File: config.mk
export PLATFORM = sky130hd
export DESIGN_NAME = regression_feeder
export DESIGN_NICKNAME = d
export VERILOG_FILES = /design/src/rtl/regression_feeder_pkg.sv /design/src/rtl/regression_feeder_sample_counter.sv /design/src/rtl/regression_feeder.sv
export SDC_FILE = /design/constraint.sdc
export NUM_CORES = 1
export LEC_CHECK = 0
export CAP_MARGIN = 20
export CORE_MARGIN = 3
export CORE_UTILIZATION = 40
export CTS_BUF_LIST = sky130_fd_sc_hd__clkbuf_8
export DETAILED_ROUTE_END_ITERATION = 7
export DONT_BUFFER_PORTS = 1
export PLACE_DENSITY = 0.51
export SLEW_MARGIN = 15
export SYNTH_ARGS = -nofsm -noshare
export SYNTH_HDL_FRONTEND = slang
export SYNTH_SLANG_ARGS = --single-unit
File: constraint.sdc
create_clock -name clk -period 2.25 [get_ports clk]
set_input_delay 0.1125 -clock clk [delete_from_list [all_inputs] [get_ports clk]]
set_output_delay 0.1125 -clock clk [all_outputs]
set_load 0.02 [all_outputs]
File: src/rtl/regression_feeder_pkg.sv
// regression_feeder_pkg: shared state encoding and default sizing for the regression blocks.
package regression_feeder_pkg;
    localparam int DW_DEF     = 20;
    localparam int AW_DEF     = 7;
    localparam int SETTLE_DEF = 2;
    typedef enum logic [2:0] {ST_IDLE, ST_PRIME, ST_STREAM, ST_DRAIN, ST_SETTLE, ST_DONE} state_e;
endpackage

File: src/rtl/regression_feeder_sample_counter.sv
// sample_counter: read address generator with latched dataset length and last-address flag.
module sample_counter #(
    parameter int AW = 7
) (
    input  logic          clk,
    input  logic          rst,
    input  logic          load_i,
    input  logic [AW:0]   n_i,
    input  logic          inc_i,
    output logic [AW-1:0] addr_o,
    output logic          last_o
);
    logic [AW:0] cnt_q, n_q;
    // Counter is AW+1 bits so a full 2^AW dataset compares cleanly; it never advances past n-1.
    assign last_o = cnt_q == n_q - (AW+1)'(1);
    assign addr_o = cnt_q[AW-1:0];
    always_ff @(posedge clk or negedge rst) begin
        if (!rst) begin
            cnt_q <= '0;
            n_q   <= '0;
        end else if (load_i) begin
            cnt_q <= '0;
            n_q   <= n_i;
        end else if (inc_i && !last_o) begin
            cnt_q <= cnt_q + (AW+1)'(1);
        end
    end
endmodule

File: src/rtl/regression_feeder.sv
// regression_feeder: streams a stored dataset into the coefficient unit, then settles and pulses done.
module regression_feeder
    import regression_feeder_pkg::*;
#(
    parameter int DW     = DW_DEF,
    parameter int AW     = AW_DEF,
    parameter int SETTLE = SETTLE_DEF
) (
    input  logic          clk,
    input  logic          rst,
    input  logic          start,
    input  logic          abort,
    input  logic [AW:0]   n_samples,
    output logic          mem_rd,
    output logic [AW-1:0] mem_addr,
    input  logic [DW-1:0] mem_x,
    input  logic [DW-1:0] mem_y,
    output logic          en_out,
    output logic [DW-1:0] x_out,
    output logic [DW-1:0] y_out,
    output logic          busy,
    output logic          done
);
    localparam int SW = $clog2(SETTLE + 2);
    state_e        state_q, state_d;
    logic          rd_q, en_q, last, kill;
    logic [DW-1:0] x_q, y_q;
    logic [SW-1:0] sc_q;
    assign busy   = state_q != ST_IDLE;
    assign kill   = abort && busy;
    assign mem_rd = state_q == ST_PRIME || state_q == ST_STREAM;
    assign done   = state_q == ST_DONE;
    assign en_out = en_q;
    assign x_out  = x_q;
    assign y_out  = y_q;
    // Loading every IDLE cycle latches n_samples on the start cycle and parks the address at 0.
    sample_counter #(.AW(AW)) u_cnt (
        .clk    (clk),
        .rst    (rst),
        .load_i (state_q == ST_IDLE),
        .n_i    (n_samples),
        .inc_i  (mem_rd),
        .addr_o (mem_addr),
        .last_o (last)
    );
    always_ff @(posedge clk or negedge rst) begin
        if (!rst) state_q <= ST_IDLE;
        else      state_q <= state_d;
    end
    always_comb begin
        state_d = state_q;
        case (state_q)
            ST_IDLE:   if (start) state_d = n_samples == '0 ? ST_DONE : ST_PRIME;
            ST_PRIME,
            ST_STREAM: state_d = last ? ST_DRAIN : ST_STREAM;
            ST_DRAIN:  if (en_q && !rd_q) state_d = SETTLE == 0 ? ST_DONE : ST_SETTLE;
            ST_SETTLE: if (sc_q == SW'(SETTLE - 1)) state_d = ST_DONE;
            ST_DONE:   state_d = ST_IDLE;
            default:   state_d = ST_IDLE;
        endcase
        if (kill) state_d = ST_IDLE;
    end
    // Read data lands one cycle after the strobe; rd_q marks it and en_q presents it a cycle later.
    always_ff @(posedge clk or negedge rst) begin
        if (!rst) begin
            rd_q <= 1'b0;
            en_q <= 1'b0;
            x_q  <= '0;
            y_q  <= '0;
            sc_q <= '0;
        end else begin
            rd_q <= mem_rd && !kill;
            en_q <= rd_q && !kill;
            sc_q <= state_q == ST_SETTLE ? sc_q + SW'(1) : '0;
            if (rd_q) begin
                x_q <= mem_x;
                y_q <= mem_y;
            end
        end
    end
endmodule

==> results of run 1 <==
==> worst max-delay path, stage by stage (launching register included) <==
cell and delay [ns]:
dfrtp_2 0.44, inv_1 0.08, ha_1 0.29, xnor2_1 0.11
and4b_1 0.19, a41o_1 0.27, a21oi_2 0.25, nor2_1 0.10
a31o_2 0.23
==> worst min-delay path by stage <==
stage          slack (ns)        end   from
2_1_floorplan       -0.18     en_out    rst
3_3_place_gp        -0.18  y_out[19]    rst
3_5_place_dp        -0.18  y_out[19]    rst
4_1_cts              0.01       rd_q  abort
5_1_grt              0.03       rd_q  abort
6_report             0.03       rd_q  abort
==> synthesized netlist by cell type (all sizes together) <==
library cell / number / area share (%)
clkbuf: 6 / 1.1
nor4: 2 / 0.92
a31o: 2 / 0.59
o21ai: 9 / 1.5
nor3: 3 / 0.67
and2: 2 / 0.46
xnor2: 6 / 2.0
and3: 3 / 0.88
nand3b: 1 / 0.25
o211ai: 3 / 0.76
and4: 2 / 0.59
a31oi: 1 / 0.21
mux2i: 8 / 2.7
o211a: 1 / 0.34
a41o: 1 / 0.34
xor2: 2 / 0.59
o311ai: 1 / 0.29
ha: 3 / 1.3
buf: 9 / 2.0
dfrtp: 63 / 53
o32ai: 1 / 0.29
o22ai: 1 / 0.21
mux2: 40 / 15
inv: 6 / 0.76
a211oi: 1 / 0.42
nor2: 9 / 1.1
nor2b: 5 / 1.1
and4b: 1 / 0.34
and3b: 1 / 0.29
o221a: 1 / 0.38
o31ai: 1 / 0.25
o2111ai: 3 / 0.88
a21oi: 4 / 1.4
nand2: 29 / 3.7
or2b: 4 / 1.1
o21a: 1 / 0.25
or4: 2 / 0.50
or2: 2 / 0.42
a32o: 2 / 0.67
nand3: 1 / 0.34
==> power groups by stage <==
stage,Combinational [µW],Sequential (µW),Clock [µW]
finish,1890,2600,1090
detailed placement,1750,2610,0
global placement,1720,2620,0
global route,2100,2680,1190
floorplan,1510,2450,0
CTS,1850,2600,1130
==> sequential cells by signal (all words and copies together), names as in the netlist <==
signal,count
sc_q,2
y_out,20
en_out,1
u_cnt.cnt_q,8
state_q,3
x_out,20
u_cnt.n_q,8
rd_q,1
==> cell type report <==
cell class	count	area, µm²
multi-input combinational	160	1320
fill	616	3160
timing repair buffer	60	598
tap	96	120
clock inverter	7	97.6
clock buffer	9	124
sequential	63	1580
inverter	6	22.5
==> through the flow <==
step	area [µm²]	util (%)	instances	worst slack, ns
2_1_floorplan	2980	-	243	0.311
3_3_place_gp	3070	43.7	332	0.189
3_5_place_dp	3070	43.7	332	0.141
4_1_cts	3820	54.5	400	0.127
5_1_grt	3860	54.9	401	0.0323
6_report	3860	54.9	401	0.183
==> cell families (layout without fill, tap and decap cells) <==
family | after synthesis | after routing
flip-flops | 63 | 63
AO/OA/AOI/OAI | 33 | 34
buffers and inverters | 21 | 82
AND/OR/NAND/NOR | 67 | 67
multiplexers | 48 | 48
XOR/XNOR | 8 | 8
adder cells (fa/ha/maj) | 3 | 3
==> repair_timing <==
action                     CTS  global route
hold endpoints to repair   113             0
resized for setup            0             5
buffers inserted             0             0
hold buffers                52             0
setup endpoints to repair    0             7
==> routing by layer <==
metal | global-route usage [%] | vias up
met5 | 0 | -
met3 | 7.14 | 7
met2 | 25.9 | 67
met4 | 5.20 | 0
met1 | 20.9 | 983
li1 | - | 976
==> flow_summary.json, run 1 <==
{
  "hpwl_um": 4220,
  "wl_per_cell_um": 16.5,
  "worstMarginPinSlew_ns": 0.659,
  "clkPwrFrac_pct": 19.5,
  "viasPerCell": 5.07,
  "finalMaxSlewViolations": 0,
  "start_util_pct": 42.4,
  "max_slew_margin_pct": 56.0,
  "grt_max_degree": 64,
  "pwr-share-seq_pct": 46.6,
  "synth_xor_area_share_pct": 2.61,
  "final_common_cell": "dfrtp_1",
  "synth-compound-area-share_pct": 8.83,
  "design_power_total_uw": 5580,
  "finalSetupTns_ns": 0,
  "r2r-end": "state_q[0]",
  "r2r-start": "u_cnt.n_q[0]",
  "htreeDepth": 3,
  "holdCritPathClass": "input pin to flip-flop",
  "start_kind": "flip-flop",
  "antenna_found_initial": 0,
  "status": "completed",
  "drc": 0,
  "gr-total-overflow": 0,
  "clock-sinks": 63,
  "max_clock_freq_ghz": 0.484,
  "grt_pass1_vias": 2179,
  "setup_viol": 0,
  "final_cell_mix": "dfrtp_1 (61), dlygate4sd3_1 (51), mux2_2 (40)",
  "core_area_mm2": 0.00702,
  "synth_fp_nets": 298,
  "hold_depth": 2,
  "grt_usage_pct": 16.6,
  "clock_latency_ns": 0.34,
  "rsz0062_at_grt": "no",
  "period_minus_slack_ns": 2.07,
  "vias": 2033,
  "synthCells": 243,
  "combPwrFrac_pct": 33.9,
  "syn_to_final_growth_pct": 29.6,
  "r2r_cells": 8,
  "cts_tree": "done",
  "p_int_uw": 3230,
  "ant_nets": 0,
  "cp.required_ns": 2.48,
  "yosysUniqueCellTypes": 50,
  "muxShareOfSynthArea_pct": 17.8,
  "dr.pass1.iters": 4,
  "cts_max_path_buffers": 2,
  "maxCapViolations": 0,
  "dieArea_mm2": 0.00851,
  "worstSetupEndpointType": "flip-flop",
  "dr_wl_met2_um": 3210,
  "wl_met1_um": 2830,
  "io_pins": 103,
  "fin_nets": 355,
  "endpoint": "state_q[0]",
  "wirelength_um": 6640,
  "drt_iter0_markers": 109,
  "cts.clk_slew.worst_paths_ns": 0.07,
  "synthAdderAreaFrac_pct": 1.26,
  "p_sw_share_pct": 42.1,
  "synth-seq-cells": 63,
  "drive_above_1_share_pct": 28.5,
  "place.gp.congestion": 0.751,
  "top_layer": "met4",
  "syn-cell-area_mm2": 0.00298,
  "period_share_pct": 91.9,
  "port_buffers": 0,
  "hold_violations": 0,
  "die_w_um": 92.3,
  "seq_area_frac_synth_pct": 53.0,
  "timing.hold.ws_ns": 0.0329,
  "wl_met3_um": 520,
  "synth_top_family_by_area": "multiplexers",
  "arrival_ns": 2.29,
  "power_density_mw_per_mm2": 1450,
  "synth_area_per_cell_um2": 12.2,
  "yosys.area_share.simple_pct": 12.7,
  "crit_path_start": "u_cnt.n_q[0]",
  "p_leak_uw": 0.00167,
  "crit_path_max_fanout": 7,
  "rows": 30,
  "die_h_um": 92.3,
  "vdd_drop_max_mv": 0.659,
  "clockRootBuffer": "clkbuf_8",
  "fin_skew_ns": 0.0127,
  "yosys_warnings": 0,
  "cts_buffers": 9,
  "antennaDiodeCount": 0,
  "crit_type": "flip-flop to flip-flop",
  "reg2reg_slack_ns": 0.18,
  "p_switching_uw": 2350,
  "grt_first_pass_wirelength_um": 10900
}
(Power assumes the default switching activity.)
==> run 2: changes to the inputs <==
==> constraint.sdc (replaced) <==
create_clock -name clk -period 2.25 [get_ports clk]
set_input_delay 0.225 -clock clk [delete_from_list [all_inputs] [get_ports clk]]
set_output_delay 0.225 -clock clk [all_outputs]
set_load 0.02 [all_outputs]
==> flow_summary.json, run 2 (synthesis results as in run 1) <==
{
  "wl_per_cell_um": 17.1,
  "clock_latency_ns": 0.34,
  "hpwl_um": 4220,
  "cts_max_path_buffers": 2,
  "pre_cts_slack_ns": 0.141,
  "r2r_cells": 8,
  "max_slew_margin_pct": 56.1,
  "crit_path_max_fanout": 7,
  "finalMaxSlewViolations": 0,
  "crit_slowest_cell": "dfrtp_2",
  "holdCritPathClass": "input pin to flip-flop",
  "place_area_mm2": 0.00307,
  "fin_util_pct": 49.5,
  "place.gp.congestion": 0.751,
  "cp.required_ns": 2.48,
  "gr-total-overflow": 0,
  "vdd_drop_max_mv": 0.748,
  "htreeDepth": 3,
  "dr.pass1.iters": 4,
  "fin_area_mm2": 0.00348,
  "dieArea_mm2": 0.00851,
  "slowest_delay_ns": 0.44,
  "wirelength_um": 6200,
  "start_util_pct": 42.4,
  "worstSetupEndpointType": "flip-flop",
  "crit_cells": 8,
  "timing.hold.ws_ns": 0.0283,
  "fin_nets": 317,
  "antennaDiodeCount": 0,
  "period_minus_slack_ns": 2.06,
  "core_area_mm2": 0.00702,
  "io_pins": 103,
  "path_cells": "inv_1, ha_1, xnor2_1, and4b_1, a41o_1, a21oi_2, nor2_1, a31o_2",
  "syn_to_final_growth_pct": 16.8,
  "die_w_um": 92.3,
  "period_share_pct": 91.8,
  "final_common_cell": "dfrtp_1",
  "antenna_found_initial": 0,
  "grt_first_pass_wirelength_um": 10000,
  "power_density_mw_per_mm2": 1580,
  "worstMarginPinSlew_ns": 0.657,
  "cp_num_buf_inv": 1,
  "grt_usage_pct": 15.4,
  "max_clock_freq_ghz": 0.484,
  "fin_skew_ns": 0.00795,
  "vias": 1893,
  "crit_path_start": "u_cnt.n_q[0]",
  "postCtsSetupBuffers": 0,
  "grt_pass1_vias": 1950,
  "cts_buffers": 9,
  "cpLargestDelayFamily": "compound AO/OA/AOI/OAI gates",
  "die_h_um": 92.3,
  "p_leak_uw": 0.00151,
  "status": "completed",
  "grt_max_degree": 64,
  "final_cell_mix": "dfrtp_1 (61), mux2_2 (40), nand2_1 (29)",
  "cts_tree": "done",
  "setup_ws_ns": 0.186,
  "clockRootBuffer": "clkbuf_8",
  "drt_iter0_markers": 91,
  "drc": 0,
  "start_kind": "flip-flop",
  "hold_violations": 0,
  "rows": 30,
  "arrival_ns": 2.29,
  "viasPerCell": 5.21,
  "ant_nets": 0,
  "finalSetupTns_ns": 0,
  "clock-sinks": 63,
  "endpoint": "state_q[0]",
  "reg2reg_slack_ns": 0.19,
  "rsz0062_at_grt": "no",
  "port_buffers": 0,
  "maxCapViolations": 0,
  "drive_above_1_share_pct": 32.6,
  "r2r-end": "state_q[0]",
  "crit_type": "flip-flop to flip-flop",
  "cts.clk_slew.worst_paths_ns": 0.07,
  "r2r-start": "u_cnt.n_q[0]",
  "setup_viol": 0
}
[run 2: worst min-delay path by stage]
stage,from,endpoint,cells past startpoint
CTS,n_samples[0],u_cnt.n_q[0],2
floorplan,rst,en_out,0
finish,n_samples[0],u_cnt.n_q[0],2
global placement,rst,y_out[19],0
global route,mem_y[0],y_out[0],1
detailed placement,rst,y_out[19],0
[run 2: power by group]
group	switching, µW	leakage (µW)	internal (µW)
Combinational	917	0.000634	916
Sequential	942	0.000769	1650
Clock	455	0.000111	627
Total	2310	0.00151	3190
[run 2: area by class of cell]
class	count	area (µm²)
Fill cell	641	3540
Sequential cell	63	1580
Multi-Input combinational cell	160	1320
Timing Repair Buffer	22	218
Clock buffer	9	124
Tap cell	96	120
Clock inverter	7	97.6
Inverter	6	22.5
[run 2: metal layers]
metal,up-vias,global-route usage (%),wire length (µm)
li1,901,-,-
met1,910,19.8,2700
met2,78,22.3,2900
met3,4,7.71,548
met4,0,5.20,49
met5,-,0,0
[run 2: what timing repair did]
| item | in CTS | in global routing |
|---|---|---|
| hold endpoints to repair | 71 | 4 |
| hold buffers | 10 | 4 |
| resized for setup | 0 | 5 |
| setup endpoints to repair | 0 | 7 |
[run 2: per-stage QoR]
| stage | cells | total power [µW] |
|---|---|---|
| CTS | 358 | 5520 |
| detailed placement | 332 | 4360 |
| finish | 363 | 5500 |
| global route | 363 | 5900 |
| floorplan | 243 | 3950 |
| global placement | 332 | 4340 |
[run 2: worst register-to-register path, cell delays in order (launching register included)]
cell and delay [ns]:
dfrtp_2 0.44, inv_1 0.08, ha_1 0.29, xnor2_1 0.11
and4b_1 0.19, a41o_1 0.27, a21oi_2 0.25, nor2_1 0.10
a31o_2 0.24
==> run 3: changes to the inputs <==
- clock period: 2.25 -> 2.6 ns (I/O delays scaled with it)
==> flow_summary.json, run 3 (synthesis results as in run 1) <==
{
  "cts_max_path_buffers": 2,
  "grt_first_pass_wirelength_um": 10000,
  "hpwl_um": 4100,
  "hold_buffers": 3,
  "vdd_drop_max_mv": 0.562,
  "ant_nets": 0,
  "port_buffers": 0,
  "viasPerCell": 5.27,
  "design_power_total_uw": 4570,
  "grt_pass1_vias": 2035,
  "dieArea_mm2": 0.00851,
  "wl_per_cell_um": 17.1,
  "worstMarginPinSlew_ns": 0.662,
  "crit_path_max_fanout": 10,
  "pre_cts_slack_ns": 0.506,
  "p_leak_uw": 0.00143,
  "p_switching_uw": 1940,
  "combPwrFrac_pct": 30.9,
  "drc": 0,
  "place.gp.congestion": 0.715,
  "finalMaxSlewViolations": 0,
  "pwr-share-seq_pct": 50.1,
  "vias": 1819,
  "clock_latency_ns": 0.33,
  "fin_skew_ns": 0.00897,
  "syn_to_final_growth_pct": 10.0,
  "holdCritPathClass": "input pin to flip-flop",
  "antennaDiodeCount": 0,
  "p_sw_share_pct": 42.4,
  "hold_violations": 0,
  "setup_ws_ns": 0.486,
  "dr.pass1.iters": 5,
  "final_cell_mix": "dfrtp_1 (62), mux2_2 (40), nand2_1 (29)",
  "worstSetupEndpointType": "flip-flop",
  "maxCapViolations": 0,
  "dpl.cell_count": 326,
  "final_common_cell": "dfrtp_1",
  "max_clock_freq_ghz": 0.473,
  "drive_above_1_share_pct": 31.3,
  "fin_nets": 299,
  "finalSetupTns_ns": 0,
  "p_int_uw": 2630,
  "stdcell_count": 345,
  "rsz0062_at_grt": "no",
  "period_minus_slack_ns": 2.11,
  "setup_viol": 0,
  "period_share_pct": 81.3,
  "start_kind": "flip-flop",
  "wirelength_um": 5900,
  "core_area_mm2": 0.00702,
  "start_util_pct": 42.4,
  "grt_max_degree": 64,
  "drt_iter0_markers": 87,
  "die_w_um": 92.3,
  "die_h_um": 92.3,
  "crit_type": "flip-flop to flip-flop",
  "cts.clk_slew.worst_paths_ns": 0.07,
  "status": "completed",
  "clkPwrFrac_pct": 19.1,
  "cp.required_ns": 2.83,
  "cts_tree": "done",
  "cts-resized-gates": 0,
  "io_pins": 103,
  "postCtsSetupBuffers": 0,
  "clockRootBuffer": "clkbuf_8",
  "rows": 30,
  "power_density_mw_per_mm2": 1390,
  "htreeDepth": 3,
  "gr-total-overflow": 0,
  "grt_usage_pct": 15.3,
  "cts_buffers": 9,
  "fin_util_pct": 46.6,
  "arrival_ns": 2.34,
  "clock-sinks": 63,
  "max_slew_margin_pct": 55.8,
  "antenna_found_initial": 0
}
==> run 3: layout make-up <==
| type | instances | area [µm²] |
|---|---|---|
| inverters | 6 | 22.5 |
| flip-flops and latches | 63 | 1580 |
| fillers | 660 | 3740 |
| clock buffers | 10 | 138 |
| well taps | 96 | 120 |
| clock inverters | 6 | 68.8 |
| repair buffers | 5 | 62.6 |
| multi-input cells | 159 | 1280 |
==> run 3: critical path, cell delays in order (launching register included) <==
cell and delay (ns):
dfrtp_1 0.43, inv_1 0.08, ha_1 0.28, xnor2_1 0.16, and4b_1 0.19, a41o_1 0.23, a21oi_4 0.24, o21ai_0 0.14
o221a_1 0.25
==> run 3: power groups by stage <==
stage	combinational, µW	clock (µW)	sequential, µW
after floorplan	1300	0	2120
after global placement	1390	0	2320
after detailed placement	1400	0	2320
after CTS	1430	907	2310
after global routing	1580	957	2370
final	1410	871	2290
==> run 3: final timing paths <==
kind / to / slack [ns] / start / depth (start not counted)
min in group asynchronous: u_cnt.cnt_q[0] / 0.47 / rst / 2
worst min register to register: sc_q[0] / 0.44 / sc_q[0] / 1
worst min-delay path: u_cnt.n_q[3] / 0.03 / n_samples[3] / 2
worst max-delay path: u_cnt.cnt_q[1] / 0.49 / u_cnt.n_q[0] / 8
worst max register to register: u_cnt.cnt_q[1] / 0.49 / u_cnt.n_q[0] / 8
max in group asynchronous: u_cnt.cnt_q[5] / 1.86 / rst / 2
==> run 3: routing by layer <==
metal | up-vias | share of wire [%] | global-route usage (%)
met5 | - | 0 | 0
met4 | 0 | 0.93 | 4.83
met3 | 7 | 9.6 | 8.12
met2 | 71 | 46 | 24.3
met1 | 884 | 43 | 17.7
li1 | 857 | - | -
==> run 3: through the flow <==
step	area, µm²	hold slack, ns
after floorplan	2980	-0.0356
after global placement	3020	-0.0339
after detailed placement	3020	-0.0340
after CTS	3270	0.0104
after global routing	3270	0.00445
final	3270	0.0266
